## config.mk

```make
export PLATFORM = sky130hd
export DESIGN_NAME = audio_playback_sequencer_flat
export DESIGN_NICKNAME = d
export VERILOG_FILES = /design/src/rtl/audio_playback_sequencer_if.sv /design/src/rtl/audio_playback_sequencer.sv /design/src/flat_wrapper.sv
export SDC_FILE = /design/constraint.sdc
export NUM_CORES = 1
export LEC_CHECK = 0
export CORE_MARGIN = 4
export CORE_UTILIZATION = 40
export DETAILED_ROUTE_END_ITERATION = 7
export HOLD_SLACK_MARGIN = 0.05
export SLEW_MARGIN = 20
export SYNTH_ARGS = -nofsm -noshare
export SYNTH_HDL_FRONTEND = slang
export SYNTH_SLANG_ARGS = --single-unit
```

## constraint.sdc

```tcl
create_clock -name DAC_LR_CLK -period 6.05 [get_ports DAC_LR_CLK]
set_input_delay 1.815 -clock DAC_LR_CLK [delete_from_list [all_inputs] [get_ports DAC_LR_CLK]]
set_output_delay 1.815 -clock DAC_LR_CLK [all_outputs]
set_load 0.005 [all_outputs]
```

## src/rtl/audio_playback_sequencer_if.sv

```systemverilog
// audio_playback_sequencer_if: control, ROM and serializer signals of the playback sequencer
interface audio_playback_sequencer_if #(
   parameter int ADDR_W = 18,
   parameter int DATA_W = 16
);
   logic              enable;
   logic              play;
   logic              loop_en;
   logic [ADDR_W-1:0] start_addr;
   logic [ADDR_W-1:0] end_addr;
   logic [3:0]        vol;
   logic [DATA_W-1:0] rom_data;
   logic [ADDR_W-1:0] rom_addr;
   logic              rom_rden;
   logic [DATA_W-1:0] sample_out;
   logic              sample_valid;
   logic              playing;
   logic              done;
   modport master (
      output enable, play, loop_en, start_addr, end_addr, vol, rom_data,
      input  rom_addr, rom_rden, sample_out, sample_valid, playing, done
   );
   modport slave (
      input  enable, play, loop_en, start_addr, end_addr, vol, rom_data,
      output rom_addr, rom_rden, sample_out, sample_valid, playing, done
   );
endinterface

```

## src/rtl/audio_playback_sequencer.sv

```systemverilog
// audio_playback_sequencer: per-frame ROM address sequencer with soft-ramped volume scaling
module audio_playback_sequencer #(
   parameter int ADDR_W   = 18,
   parameter int DATA_W   = 16,
   parameter int RAMP_DIV = 64
) (
   input logic                       DAC_LR_CLK,
   input logic                       reset,
   audio_playback_sequencer_if.slave seq_if
);
   localparam logic [1:0] IDLE  = 2'd0;
   localparam logic [1:0] RUN   = 2'd1;
   localparam logic [1:0] PAUSE = 2'd2;
   localparam logic [1:0] DONE  = 2'd3;
   localparam int DW = RAMP_DIV > 1 ? $clog2(RAMP_DIV) : 1;
   localparam int PW = DATA_W + 5;
   logic [1:0]            state_q, state_d;
   logic [ADDR_W-1:0]     addr_q, addr_d, start_q, start_d, end_q, end_d, addr_nx;
   logic                  rden_q, rden_d, done_q, done_d, valid_q, valid_d, play_q;
   logic [DATA_W-1:0]     sample_q, sample_d;
   logic [4:0]            gain_q, gain_d, gain_t;
   logic [DW-1:0]         div_q, div_d;
   logic                  wrap;
   logic signed [PW-1:0]  prod;
   assign addr_nx = addr_q == end_q ? start_q : addr_q + ADDR_W'(1);
   always_comb begin
      state_d = state_q;
      addr_d  = addr_q;
      start_d = start_q;
      end_d   = end_q;
      rden_d  = 1'b0;
      done_d  = 1'b0;
      if (!seq_if.enable) state_d = IDLE;
      else case (state_q)
         IDLE: if (seq_if.play && !play_q) begin
            if (seq_if.start_addr > seq_if.end_addr) done_d = 1'b1;
            else begin
               state_d = RUN;
               start_d = seq_if.start_addr;
               end_d   = seq_if.end_addr;
               addr_d  = seq_if.start_addr;
               rden_d  = 1'b1;
            end
         end
         RUN: begin
            addr_d = addr_nx;
            if (addr_q == end_q && !seq_if.loop_en) begin
               state_d = DONE;
               done_d  = 1'b1;
            end
            else if (!seq_if.play && gain_q == 5'd0) state_d = PAUSE;
            else rden_d = 1'b1;
         end
         PAUSE: if (seq_if.play) begin
            state_d = RUN;
            rden_d  = 1'b1;
         end
         default: state_d = IDLE;
      endcase
   end
   // Gain only moves toward its target on divider wrap; pause and end-of-clip force it to silence
   assign gain_t = (state_q == RUN && seq_if.play) ? (seq_if.vol == 4'hF ? 5'd16 : {1'b0, seq_if.vol}) : 5'd0;
   assign wrap   = div_q == DW'(RAMP_DIV - 1);
   assign div_d  = wrap ? '0 : div_q + DW'(1);
   assign gain_d = (!seq_if.enable || state_q == PAUSE || state_q == DONE) ? 5'd0 :
                   !wrap ? gain_q :
                   gain_q < gain_t ? gain_q + 5'd1 :
                   gain_q > gain_t ? gain_q - 5'd1 : gain_q;
   assign prod     = PW'($signed(seq_if.rom_data)) * PW'($signed({1'b0, gain_q}));
   assign valid_d  = seq_if.enable & rden_q;
   assign sample_d = valid_d ? DATA_W'(prod >>> 4) : '0;
   always_ff @(posedge DAC_LR_CLK) begin
      if (!reset) begin
         state_q  <= IDLE;
         addr_q   <= '0;
         start_q  <= '0;
         end_q    <= '0;
         rden_q   <= 1'b0;
         done_q   <= 1'b0;
         valid_q  <= 1'b0;
         sample_q <= '0;
         gain_q   <= 5'd0;
         div_q    <= '0;
         play_q   <= 1'b0;
      end else begin
         state_q  <= state_d;
         addr_q   <= addr_d;
         start_q  <= start_d;
         end_q    <= end_d;
         rden_q   <= rden_d;
         done_q   <= done_d;
         valid_q  <= valid_d;
         sample_q <= sample_d;
         gain_q   <= gain_d;
         div_q    <= div_d;
         play_q   <= seq_if.play;
      end
   end
   assign seq_if.rom_addr     = addr_q;
   assign seq_if.rom_rden     = rden_q;
   assign seq_if.sample_out   = sample_q;
   assign seq_if.sample_valid = valid_q;
   assign seq_if.playing      = state_q == RUN;
   assign seq_if.done         = done_q;
endmodule

```

## src/flat_wrapper.sv

```systemverilog
// flat-port wrapper written by rule: the top's interface ports become plain ports
module audio_playback_sequencer_flat 
#(
   parameter int ADDR_W   = 18,
   parameter int DATA_W   = 16,
   parameter int RAMP_DIV = 64
)
  (DAC_LR_CLK, reset, seq_if_enable, seq_if_play, seq_if_loop_en, seq_if_start_addr, seq_if_end_addr, seq_if_vol, seq_if_rom_data, seq_if_rom_addr, seq_if_rom_rden, seq_if_sample_out, seq_if_sample_valid, seq_if_playing, seq_if_done);
  audio_playback_sequencer_if #(.ADDR_W(ADDR_W), .DATA_W(DATA_W)) seq_if_i ();
  input logic DAC_LR_CLK;
  input logic reset;
  input wire logic [$bits(seq_if_i.enable)-1:0] seq_if_enable;
  input wire logic [$bits(seq_if_i.play)-1:0] seq_if_play;
  input wire logic [$bits(seq_if_i.loop_en)-1:0] seq_if_loop_en;
  input wire logic [$bits(seq_if_i.start_addr)-1:0] seq_if_start_addr;
  input wire logic [$bits(seq_if_i.end_addr)-1:0] seq_if_end_addr;
  input wire logic [$bits(seq_if_i.vol)-1:0] seq_if_vol;
  input wire logic [$bits(seq_if_i.rom_data)-1:0] seq_if_rom_data;
  output wire logic [$bits(seq_if_i.rom_addr)-1:0] seq_if_rom_addr;
  output wire logic [$bits(seq_if_i.rom_rden)-1:0] seq_if_rom_rden;
  output wire logic [$bits(seq_if_i.sample_out)-1:0] seq_if_sample_out;
  output wire logic [$bits(seq_if_i.sample_valid)-1:0] seq_if_sample_valid;
  output wire logic [$bits(seq_if_i.playing)-1:0] seq_if_playing;
  output wire logic [$bits(seq_if_i.done)-1:0] seq_if_done;
  assign seq_if_i.enable = seq_if_enable;
  assign seq_if_i.play = seq_if_play;
  assign seq_if_i.loop_en = seq_if_loop_en;
  assign seq_if_i.start_addr = seq_if_start_addr;
  assign seq_if_i.end_addr = seq_if_end_addr;
  assign seq_if_i.vol = seq_if_vol;
  assign seq_if_i.rom_data = seq_if_rom_data;
  assign seq_if_rom_addr = seq_if_i.rom_addr;
  assign seq_if_rom_rden = seq_if_i.rom_rden;
  assign seq_if_sample_out = seq_if_i.sample_out;
  assign seq_if_sample_valid = seq_if_i.sample_valid;
  assign seq_if_playing = seq_if_i.playing;
  assign seq_if_done = seq_if_i.done;
  audio_playback_sequencer #(.ADDR_W(ADDR_W), .DATA_W(DATA_W), .RAMP_DIV(RAMP_DIV)) u_core (.DAC_LR_CLK(DAC_LR_CLK), .reset(reset), .seq_if(seq_if_i));
endmodule
```

-- Yosys cells after proc, flatten, opt, wreduce, memory -nomap -nowiden
Cells that the tools add are included.
- $add $sub $neg: 4
- multipliers: 1
- order comparisons: 3
- eq/ne operators: 10
- multiplexer cells: 24
- bitwise gates (word level): 3
- reductions and logical operators: 22
- operator list (operator ; count):
    two-way mux 18 bit ; 3
    case mux 18 bit (2 select lines) ; 1
    multiplier 16 x 6 -> 20 bit ; 1
    two-way mux 5 bit ; 4
    adder 18 x 1 -> 18 bit, second input constant ; 1
    equality test 18 bit ; 1
    > comparator 18 bit ; 1
    AND reduction 4 bit ; 3
    two-way mux 2 bit ; 5
    two-way mux 1 bit ; 8
    adder 6 x 1 -> 6 bit, second input constant ; 1
    equality test 6 bit, second input constant ; 1
    case mux 2 bit (3 select lines) ; 1
    AND reduction 2 bit ; 3
    adder 5 x 1 -> 5 bit, second input constant ; 1
    > comparator 5 bit ; 1
    zero test 5 bit ; 1
    < comparator 5 bit ; 1
    subtractor 5 x 1 -> 5 bit, second input constant ; 1
    equality test 2 bit, second input constant ; 2
    equality test 4 bit, second input constant ; 1
    logical AND 1 bit ; 4
    zero test 1 bit ; 4
    != test 2 bit, second input constant ; 2
    11 further kinds ; 15
- flip-flop bits (word level): 87
- input bits: 61
- output and inout bits: 38
- word-level logic and storage cells: 78

-- Depth between registers and ports, before layout
Gate-level depths: netlist of run 1.
- depth after elaboration: 6
- depth in mapped cells: 17
- depth with buffers taken out: 15

-- Least setup slack after synthesis of run 1
Ideal clock, no wire load.
- kind: input to register
- start point: input seq_if_rom_data[9]
- end point: register u_core.sample_q[13], in the netlist u_core.seq_if.sample_out[13]
- setup time: 72 ps
- arrival time: 4992 ps
- required time: 5978 ps
- setup slack: 986 ps
- stages on the path: 14
- buffers on the path: 1
- cells stage by stage: and2_1 fa_1 inv_1 fa_1 fa_1 inv_1 ha_1 clkbuf_1 and4_1 nand2_1 a211oi_1 nor3_1 o21ai_1 mux2i_1
- word-level cells in the longest chain between the ends: 1
- RTL lines (item ; line ; text):
    from (decl) ; flat_wrapper.sv:18 ; input wire logic [$bits(seq_if_i.rom_data)-1:0] seq_if_rom_data;
    multiplier 16 x 6 -> 20 bit ; audio_playback_sequencer.sv:69 ; assign prod = PW'($signed(seq_if.rom_data)) * PW'($signed({1'b0, gain_q}));
    to (signal assigned) ; audio_playback_sequencer.sv:93 ; sample_q <= sample_d;
    to (decl) ; audio_playback_sequencer.sv:20 ; logic [DATA_W-1:0] sample_q, sample_d;
Every way passes these cells.
A chain may end at the register's enable or synchronous reset.

-- Final worst setup path of run 1
- start point: input seq_if_rom_data[3]
- end point: register u_core.sample_q[15], in the netlist u_core.seq_if.sample_out[15]
The elaborated chain is that of the path after synthesis.

==> results of run 1 <==
[report_power, final]
group	switching, W	internal [W]	total, W
Clock	0.000229	0.000331	0.000561
Combinational	0.000156	0.000121	0.000277
Sequential	0.0000328	0.000595	0.000628
[sequential cells by signal, summed over array words and instances, names as in the netlist, 2 cells and up]
signal and flops:
u_core.end_q 18, u_core.state_q 2, u_core.seq_if.rom_addr 18, u_core.seq_if.sample_out 16, u_core.div_q 6, u_core.start_q 18
u_core.gain_q 5
[cells in the mapped netlist (all sizes together) (5+ instances only)]
cell and n:
and4 6, dfxtp 87, a211oi 36, a31oi 18, o31ai 6, a21oi 28
nor2 39, xnor2 20, nand4 14, clkbuf 39, fa 47, nor4 7
inv 99, a311oi 13, a21o 7, nor3b 5, or3 5, ha 61
nor2b 6, and3 9, nand2 116, a221oi 5, o211ai 5, o21ai 20
buf 16, nand3 23, and2 80, mux2i 39, nor3 11, xor2 30
[worst register-to-register path, cell delays in order (launching register included)]
cell and delay [ns]:
dfxtp_1 0.83, and2_1 0.27, fa_1 0.42, ha_1 0.31, ha_1 0.27, nand4_1 0.13, or2_2 0.35, fa_1 0.39
nor2b_1 0.24, o31ai_1 0.13, a211oi_1 0.38, nor3_1 0.13, o21ai_1 0.18, mux2i_1 0.20
[stage by stage]
step	setup slack (ns)	hold WS, ns
after floorplan	0.986	0.418
final	0.589	0.453
after global placement	0.276	0.437
after CTS	0.608	0.455
after global routing	0.407	0.463
after detailed placement	0.264	0.446
[path summary, 6_finish.rpt]
path	from	to	slack, ns	cells after the start
hold reg to reg	u_core.div_q[0]$_SDFF_PP0_	u_core.div_q[0]$_SDFF_PP0_	0.45	1
setup / recovery	seq_if_rom_data[3]	u_core.seq_if.sample_out[15]$_SDFF_PN0_	0.59	14
hold / removal	u_core.div_q[0]$_SDFF_PP0_	u_core.div_q[0]$_SDFF_PP0_	0.45	1
setup reg to reg	u_core.gain_q[1]$_SDFFE_PP0P_	u_core.seq_if.sample_out[13]$_SDFF_PN0_	1.74	13
[cells by family after synthesis]
| family | count (synthesis) | share of synthesized area, % |
|---|---|---|
| XOR/XNOR | 50 | 5.67 |
| multiplexers | 40 | 5.20 |
| buffers and inverters | 155 | 8.22 |
| adder cells (fa/ha/maj) | 108 | 22.0 |
| flip-flops | 87 | 22.5 |
| AND/OR/NAND/NOR | 333 | 21.9 |
| AO/OA/AOI/OAI | 160 | 14.4 |
[area by class of cell]
class	count	area (um2)	area share (%)
multi-input combinational	691	5360	58.5
clock buffer	11	243	2.65
sequential	87	1740	19.0
tap	260	325	3.55
clock inverter	5	56.3	0.615
timing repair buffer	109	1060	11.6
inverter	100	375	4.10
[routing by layer]
layer  global-route usage [%]  routed length [um]  vias up  part of all wire (%)
met2                     30.1                8830      161                    44
li1                         -                   -     3326                     -
met3                     2.81                 876       10                   4.4
met4                     3.36                 146        0                  0.73
met1                     27.6               10000     3151                    50
met5                        0                   0        -                     0
==> metrics, run 1 <==
clock skew about 0.0083 ns; fin nets approximately 1200; most common cell after layout, fill and taps aside nand2_1; synthesized cell area around 7700 um2; most used cell, CP fa_1; synth unique cells between 50 and 60; largest buffer count on any clock path 2; Setup TNS Final 0 ns; data required time of the worst path 6.25 ns; post-synth net total about 1100; max cap viols 0; Pins Over Slew Limit 0; Die ar. about 22000 um2; gate family responsible for the most delay along the worst path adder cells; largest fanout on the critical path 5; number of fill cells 1829; Initial Util slightly above 40%; most frequent cells in the layout 116 x nand2_1, 98 x inv_1, 97 x clkdlybuf4s50_1, 87 x dfxtp_1, 80 x and2_1; syn_area_per_cell just over 8 um2; Final Util 48.6%; post-CTS setup repair buffer count 0; Worst setup EP type flip-flop; Non-Filler Instances about 1300; Final setup viols 0; Post-synth EDFFs 0; Core ar. 18800 um2; Clock Pin Slew Worst Setup and Hold Paths ~0.06 ns; 1st-iter DRT viols ~430; ANT nets after route 0; RSZ-0062 raised after global routing false; status completed; HP Class reg2reg; CTS Hold Bufs 0; row count 50; placed insts approximately 1200; Final Hold Viols 0; Max transition margin 36.1%; Die H around 150 um; number of CTS-inserted buffers 9; Finished Cell Area between 9000 and 10000 um2; GRT Util Overall between 10% and 20%; final period utilization between 90% and 100%; CTS tree yes; DR vias/cell ~5.3; IO Pins 99; worst skew pair latency 0.34 ns; async set or reset register ratio after synthesis 0%; # clock sinks slightly below 90; diodes inserted 0; WL/cell 15.7 um; startpoint types primary input; vias in the first global route 6542; worst path bufs/invs 3; Root Driver clkbuf_16; critical-path cell list clkdlybuf4s50_1 -> and2_1 -> fa_1 -> inv_1 -> fa_1 -> fa_1 -> inv_1 -> ha_1 -> nor2b_1 -> o31ai_1 -> a211oi_1 -> o31ai_1 -> nand3_1 -> nor3b_1; DRT Wirelength ~20000 um; GPL Wtd Cong 0.823; die width roughly 150 um; Synthesis Warnings 0; H-tree levels 3; Seq cells post-synth 87; ys flop type dfxtp_1; post-CTS sizing 0; Slew @ Worst Pin ~0.95 ns; CP peak stage delay between 0.5 and 0.6 ns; Area growth syn-to-layout 18.5%; Synth top area share between 20% and 30%; Congestion Overflow GR 0; port buffer count just under 100; critical path class in2reg; initial antenna violation count 0; fin crit period 5.46 ns; share of cells above drive strength 1 about 3.6%; LEAKAGE between 3 and 4 nW; global-route wire length before repair 33500 um; Worst path slowest cell fa_1; DRT Pass-1 Iters 5; Seq/Total Area, Yosys 22.5%; CP arrival ~5.7 ns; top cells by area, synth dfxtp_1 23%, fa_1 12%, ha_1 9.9%, and2_1 6.5%, nand2_1 5.6%; DRC viols 0; Pwr Density 160 nW/um2; largest net degree at the start of global routing 77; vias after detailed routing around 6600; highest clock rate ~180 MHz; Synth area leader dfxtp_1; total power about 0.0015 W; placed inst area between 8000 and 9000 um2; Max rail drop VDD ~0.14 mV; Post-Syn Instances between 900 and 1000; Post-DP HPWL 15500 um
Note: power is estimated with default switching activity, not from simulation.
==> inputs of run 2 (changes only) <==
--- a/config.mk
+++ b/config.mk
@@ -7,6 +7,7 @@
 export LEC_CHECK = 0
 export CORE_MARGIN = 4
 export CORE_UTILIZATION = 40
+export CTS_BUF_LIST = sky130_fd_sc_hd__clkbuf_8 sky130_fd_sc_hd__clkbuf_16
 export DETAILED_ROUTE_END_ITERATION = 7
 export HOLD_SLACK_MARGIN = 0.05
 export SLEW_MARGIN = 20
==> run 2 against run 1 <==
Clock power barely moved. Core utilization did not move. Final cell count is the same. Combinational power about the same. Register-to-register slack about the same. Die area stayed put. Critical path type unchanged. Critical endpoint unchanged. Largest power group unchanged. Highest routed layer unchanged.
==> metrics, run 2 (synthesis results as in run 1) <==
clock skew 0.00827 ns (was 0.00835 ns); r2r endpoint u_core.seq_if.sample_out[13]$_SDFF_PN0_ (unchanged); Worst setup EP type flip-flop (unchanged); Initial Util 41.0% (unchanged); diodes inserted 0 (unchanged); GRT Util Overall 18.9% (unchanged); IO Pins 99 (unchanged); Final Hold Viols 0 (unchanged); fin crit period 5.46 ns (about the same); most common cell after layout, fill and taps aside nand2_1 (unchanged); CP arrival 5.66 ns (about the same); port buffer count 98 (unchanged); R2R setup slack 1.74 ns (about the same); placed insts 1247 (unchanged); startpoint types primary input (unchanged); vias after detailed routing 6636 (was 6648); row count 50 (unchanged); worst skew pair latency 0.34 ns (about the same); most frequent cells in the layout 116 x nand2_1, 99 x inv_1, 97 x clkdlybuf4s50_1, 87 x dfxtp_1, 80 x and2_1 (was 116 x nand2_1, 98 x inv_1, 97 x clkdlybuf4s50_1, 87 x dfxtp_1, 80 x and2_1); die width 147 um (unchanged); DRT Pass-1 Iters 5 (unchanged); initial antenna violation count 0 (unchanged); hold path cells 1 (unchanged); met3 usage 2.81% (unchanged); RSZ-0062 raised after global routing false (unchanged); data required time of the worst path 6.25 ns (about the same); LEAKAGE 3.82 nW (about the same); WL/cell 15.7 um (unchanged); Core ar. 18800 um2 (unchanged); DRT Wirelength 19900 um (unchanged); CTS Hold Bufs 0 (unchanged); highest clock rate 183 MHz (about the same); largest net degree at the start of global routing 77 (unchanged); 1st-iter DRT viols 426 (unchanged); Slew @ Worst Pin 0.972 ns (was 0.955 ns); Clock Pin Slew Worst Setup and Hold Paths 0.06 ns (about the same); share of cells above drive strength 1 3.59% (unchanged); number of CTS-inserted buffers 9 (unchanged); DR vias/cell 5.25 (was 5.26); Worst Reg-to-Reg Cells 13 (unchanged); CTS tree yes (unchanged); max cap viols 0 (unchanged); largest fanout on the critical path 5 (unchanged); met2 track demand over resource 30.1% (unchanged); post-CTS sizing 0 (unchanged); largest buffer count on any clock path 2 (unchanged); Setup TNS Final 0 ns (unchanged); Setup WS post-layout 0.588 ns (was 0.589 ns); Area growth syn-to-layout 18.5% (unchanged); Most Crowded Layer GR met2 (unchanged); DRC viols 0 (unchanged); Die ar. 21600 um2 (unchanged); Hold Slack 0.453 ns (about the same); critical path class in2reg (unchanged); H-tree levels 3 (unchanged); fin nets 1167 (unchanged); final period utilization 90.3% (about the same); worst min-delay path startpoint u_core.div_q[0]$_SDFF_PP0_ (unchanged); global-route wire length before repair 33500 um (unchanged); met1 Usage GRT 27.6% (unchanged); Max transition margin 34.9% (was 36.1%); HP Class reg2reg (unchanged); post-CTS setup repair buffer count 0 (unchanged); GPL Wtd Cong 0.823 (unchanged); status completed (unchanged); Final setup viols 0 (unchanged); Pwr Density 160 nW/um2 (about the same); Die H 147 um (unchanged); Root Driver clkbuf_16 (unchanged); Post-DP HPWL 15500 um (unchanged); Non-Filler Instances 1263 (unchanged); ANT nets after route 0 (unchanged); Pins Over Slew Limit 0 (unchanged); Place WS 0.264 ns (unchanged); RR Startpoint u_core.gain_q[1]$_SDFFE_PP0P_ (unchanged); # clock sinks 87 (unchanged); Max rail drop VDD 0.140 mV (about the same); Congestion Overflow GR 0 (unchanged); vias in the first global route 6542 (unchanged); Hold EP u_core.div_q[0]$_SDFF_PP0_ (unchanged)
## run 2: cell types whose count changed in the layout (fill, tap and decap cells not counted), sizes merged
cell    previous run  this run
clkbuf            11        10
inv              100       101
## run 2: cell type report
type                            count  area [um2]
Sequential cell                    87        1740
Fill cell                        1829        9670
Clock buffer                       10         239
Timing Repair Buffer              109        1060
Multi-Input combinational cell    691        5360
Clock inverter                      6        60.1
Tap cell                          260         325
Inverter                          100         375
## run 2: metrics by stage
step                      util (%)  total power (W)  area (um2)
after CTS                     48.6          0.00147        9160
after global placement        47.0         0.000913        8860
after detailed placement      47.0         0.000915        8860
after floorplan                  -         0.000796        7730
after global routing          48.6          0.00153        9160
final                         48.6          0.00146        9160
## run 2: per-layer routing
metal | vias up | part of all wire, %
met3 | 10 | 4.2
li1 | 3327 | -
met5 | - | 0
met2 | 145 | 45
met1 | 3154 | 51
met4 | 0 | 0.73
## run 2: how the worst max path moves through the flow
stage,from,end,depth (start not counted)
final,seq_if_rom_data[3],u_core.seq_if.sample_out[15]$_SDFF_PN0_,14
after global routing,seq_if_rom_data[2],u_core.seq_if.sample_out[13]$_SDFF_PN0_,14
after CTS,seq_if_rom_data[3],u_core.seq_if.sample_out[15]$_SDFF_PN0_,14
after detailed placement,seq_if_rom_data[3],u_core.seq_if.sample_out[15]$_SDFF_PN0_,14
after global placement,seq_if_rom_data[3],u_core.seq_if.sample_out[15]$_SDFF_PN0_,14
after floorplan,seq_if_rom_data[9],u_core.seq_if.sample_out[13]$_SDFF_PN0_,14
## run 2: worst max-delay path, cell delays in order
cell,delay (ns)
clkdlybuf4s50_1,0.46
and2_1,0.20
fa_1,0.53
inv_1,0.05
fa_1,0.47
fa_1,0.54
inv_1,0.04
ha_1,0.32
nor2b_1,0.18
o31ai_1,0.30
a211oi_1,0.18
o31ai_1,0.33
nand3_1,0.10
nor3b_1,0.15
## run 2: power by group
group | leakage [nW] | total (W) | internal [W] | switching (W)
combinational | 2.96 | 0.000277 | 0.000121 | 0.000156
clock | 0.150 | 0.000559 | 0.000330 | 0.000229
sequential | 0.706 | 0.000628 | 0.000595 | 0.0000328
==> inputs of run 3 (changes only) <==
--- a/config.mk
+++ b/config.mk
@@ -5,7 +5,7 @@
 export SDC_FILE = /design/constraint.sdc
 export NUM_CORES = 1
 export LEC_CHECK = 0
-export CORE_MARGIN = 4
+export ABC_AREA = 0
 export CORE_UTILIZATION = 40
 export CTS_BUF_LIST = sky130_fd_sc_hd__clkbuf_8 sky130_fd_sc_hd__clkbuf_16
 export DETAILED_ROUTE_END_ITERATION = 7
==> run 3 against run 2 <==
Die area down 8.0%. Final cell count about the same. Sequential share of layout area decreased by 0.062 points. Register-to-register slack lost 0.06 ns. Hold slack lost 0.0047 ns. Count of clock-buffer cells in the layout unchanged. Setup slack got worse by 0.061 ns. First-iteration DRC count shrank 12%. Routed wire length is 1.0% lower.
==> metrics, run 3 (synthesis results as in run 1) <==
global-route wire length before repair 33400 um (was 33500 um); Die H 141 um (was 147 um); number of CTS-inserted buffers 9 (unchanged); Slew @ Worst Pin 0.941 ns (was 0.972 ns); GRT Util Overall 21.2% (was 18.9%); Die ar. 19900 um2 (was 21600 um2); most common cell after layout, fill and taps aside nand2_1 (unchanged); WL/cell 15.6 um (was 15.7 um); CP arrival 5.73 ns (was 5.66 ns); Area growth syn-to-layout 18.9% (was 18.5%); Final setup viols 0 (unchanged); # clock sinks 87 (unchanged); RR Startpoint u_core.gain_q[1]$_SDFFE_PP0P_ (unchanged); Pins Over Slew Limit 0 (unchanged); critical-path cell list clkdlybuf4s50_1 -> and2_1 -> fa_1 -> inv_1 -> fa_1 -> fa_1 -> inv_1 -> ha_1 -> nor2b_1 -> o31ai_1 -> a211oi_1 -> o31ai_1 -> nand3_1 -> nor3b_1 (unchanged); Hold EP u_core.div_q[0]$_SDFF_PP0_ (unchanged); ANT nets after route 0 (unchanged); status completed (unchanged); startpoint types primary input (unchanged); Worst setup EP type flip-flop (unchanged); most frequent cells in the layout 116 x nand2_1, 99 x inv_1, 97 x clkdlybuf4s50_1, 87 x dfxtp_1, 80 x and2_1 (unchanged); critical path class in2reg (unchanged); Initial Util 41.0% (unchanged); CTS Hold Bufs 0 (unchanged); share of cells above drive strength 1 3.49% (was 3.59%); DR vias/cell 5.27 (was 5.25); Congestion Overflow GR 0 (unchanged); fin crit period 5.52 ns (was 5.46 ns); row count 50 (unchanged); gate family responsible for the most delay along the worst path adder cells (unchanged); Root Driver clkbuf_16 (unchanged); worst skew pair latency 0.35 ns (was 0.34 ns); most used cell, CP fa_1 (unchanged); RSZ-0062 raised after global routing false (unchanged); vias in the first global route 6405 (was 6542); met1 Usage GRT 30.8% (was 27.6%); vias after detailed routing 6650 (was 6636); worst path bufs/invs 3 (unchanged); H-tree levels 3 (unchanged); hold path cells 1 (unchanged); worst min-delay path startpoint u_core.div_q[0]$_SDFF_PP0_ (unchanged); Hold Slack 0.449 ns (was 0.453 ns); DRC viols 0 (unchanged); clock skew 0.00582 ns (was 0.00827 ns); data required time of the worst path 6.26 ns (was 6.25 ns); post-CTS setup repair buffer count 0 (unchanged); largest buffer count on any clock path 2 (unchanged); 1st-iter DRT viols 373 (was 426); post-CTS sizing 0 (unchanged); largest net degree at the start of global routing 59 (was 77); Max rail drop VDD 0.137 mV (was 0.140 mV); initial antenna violation count 0 (unchanged); LEAKAGE 3.83 nW (was 3.82 nW); Setup TNS Final 0 ns (unchanged); largest fanout on the critical path 5 (unchanged); highest clock rate 181 MHz (was 183 MHz); port buffer count 98 (unchanged); Crit. path cell count 14 (unchanged); Clock Pin Slew Worst Setup and Hold Paths 0.07 ns (was 0.06 ns); IO Pins 99 (unchanged); r2r endpoint u_core.seq_if.sample_out[15]$_SDFF_PN0_ (was u_core.seq_if.sample_out[13]$_SDFF_PN0_); DRT Wirelength 19700 um (was 19900 um); met2 track demand over resource 33.2% (was 30.1%); CP peak stage delay 0.55 ns (was 0.54 ns); die width 141 um (was 147 um); Pwr Density 165 nW/um2 (was 160 nW/um2); Most Crowded Layer GR met2 (unchanged); Core ar. 18800 um2 (unchanged); Worst Reg-to-Reg Cells 13 (unchanged); DRT Pass-1 Iters 5 (unchanged); R2R setup slack 1.68 ns (was 1.74 ns); HP Class reg2reg (unchanged); fin nets 1166 (was 1167); CTS tree yes (unchanged); Final Hold Viols 0 (unchanged); Max transition margin 37.0% (was 34.9%); diodes inserted 0 (unchanged); GPL Wtd Cong 0.811 (was 0.823); met3 usage 3.09% (was 2.81%); Worst path slowest cell fa_1 (unchanged); final period utilization 91.3% (was 90.3%); Post-DP HPWL 15100 um (was 15500 um); max cap viols 0 (unchanged)
run 3: layout make-up:
cell class                      instances  area, um2
Clock buffer                           10        239
Clock inverter                          6       85.1
Multi-Input combinational cell        691       5360
Fill cell                            1834       9640
Sequential cell                        87       1740
Tap cell                              260        325
Inverter                              100        375
Timing Repair Buffer                  108       1060
run 3: where the power goes:
part / total [W] / internal [W] / leakage (nW) / switching (W)
Sequential: 0.000627 / 0.000595 / 0.706 / 0.0000325
Clock: 0.000608 / 0.000372 / 0.160 / 0.000237
Combinational: 0.000277 / 0.000122 / 2.96 / 0.000156
run 3: worst max-delay path by stage:
stage,start,end,slack (ns)
global route,seq_if_rom_data[3],u_core.seq_if.sample_out[13]$_SDFF_PN0_,0.29
CTS,seq_if_rom_data[3],u_core.seq_if.sample_out[15]$_SDFF_PN0_,0.56
detailed placement,seq_if_rom_data[3],u_core.seq_if.sample_out[15]$_SDFF_PN0_,0.21
finish,seq_if_rom_data[3],u_core.seq_if.sample_out[15]$_SDFF_PN0_,0.53
floorplan,seq_if_rom_data[9],u_core.seq_if.sample_out[13]$_SDFF_PN0_,0.99
global placement,seq_if_rom_data[3],u_core.seq_if.sample_out[15]$_SDFF_PN0_,0.27
run 3: per-layer routing:
layer  routed length (um)  part of all wire (%)  vias to the layer above
li1                     -                     -                     3316
met1                 9760                    50                     3168
met2                 8860                    45                      156
met3                  918                   4.7                       10
met4                  144                  0.73                        0
met5                    0                     0                        -
run 3: worst reg2reg max path: stages (launching register included):
cell      delay (ns)
dfxtp_1         0.83
and2_1          0.27
fa_1            0.41
inv_1           0.08
fa_1            0.45
fa_1            0.56
inv_1           0.04
ha_1            0.33
nor2b_1         0.18
o31ai_1         0.31
a211oi_1        0.18
o31ai_1         0.33
nand3_1         0.11
nor3b_1         0.15
run 3: stage by stage:
step | cell area (um2) | setup slack, ns | instances | util [%] | total power (W)
5_1_grt | 9190 | 0.293 | 1262 | 48.8 | 0.00158
2_1_floorplan | 7730 | 0.986 | 933 | - | 0.000796
3_3_place_gp | 8860 | 0.272 | 1246 | 47.1 | 0.000912
4_1_cts | 9190 | 0.557 | 1262 | 48.8 | 0.00152
3_5_place_dp | 8860 | 0.211 | 1246 | 47.1 | 0.000914
6_report | 9190 | 0.527 | 1262 | 48.8 | 0.00151
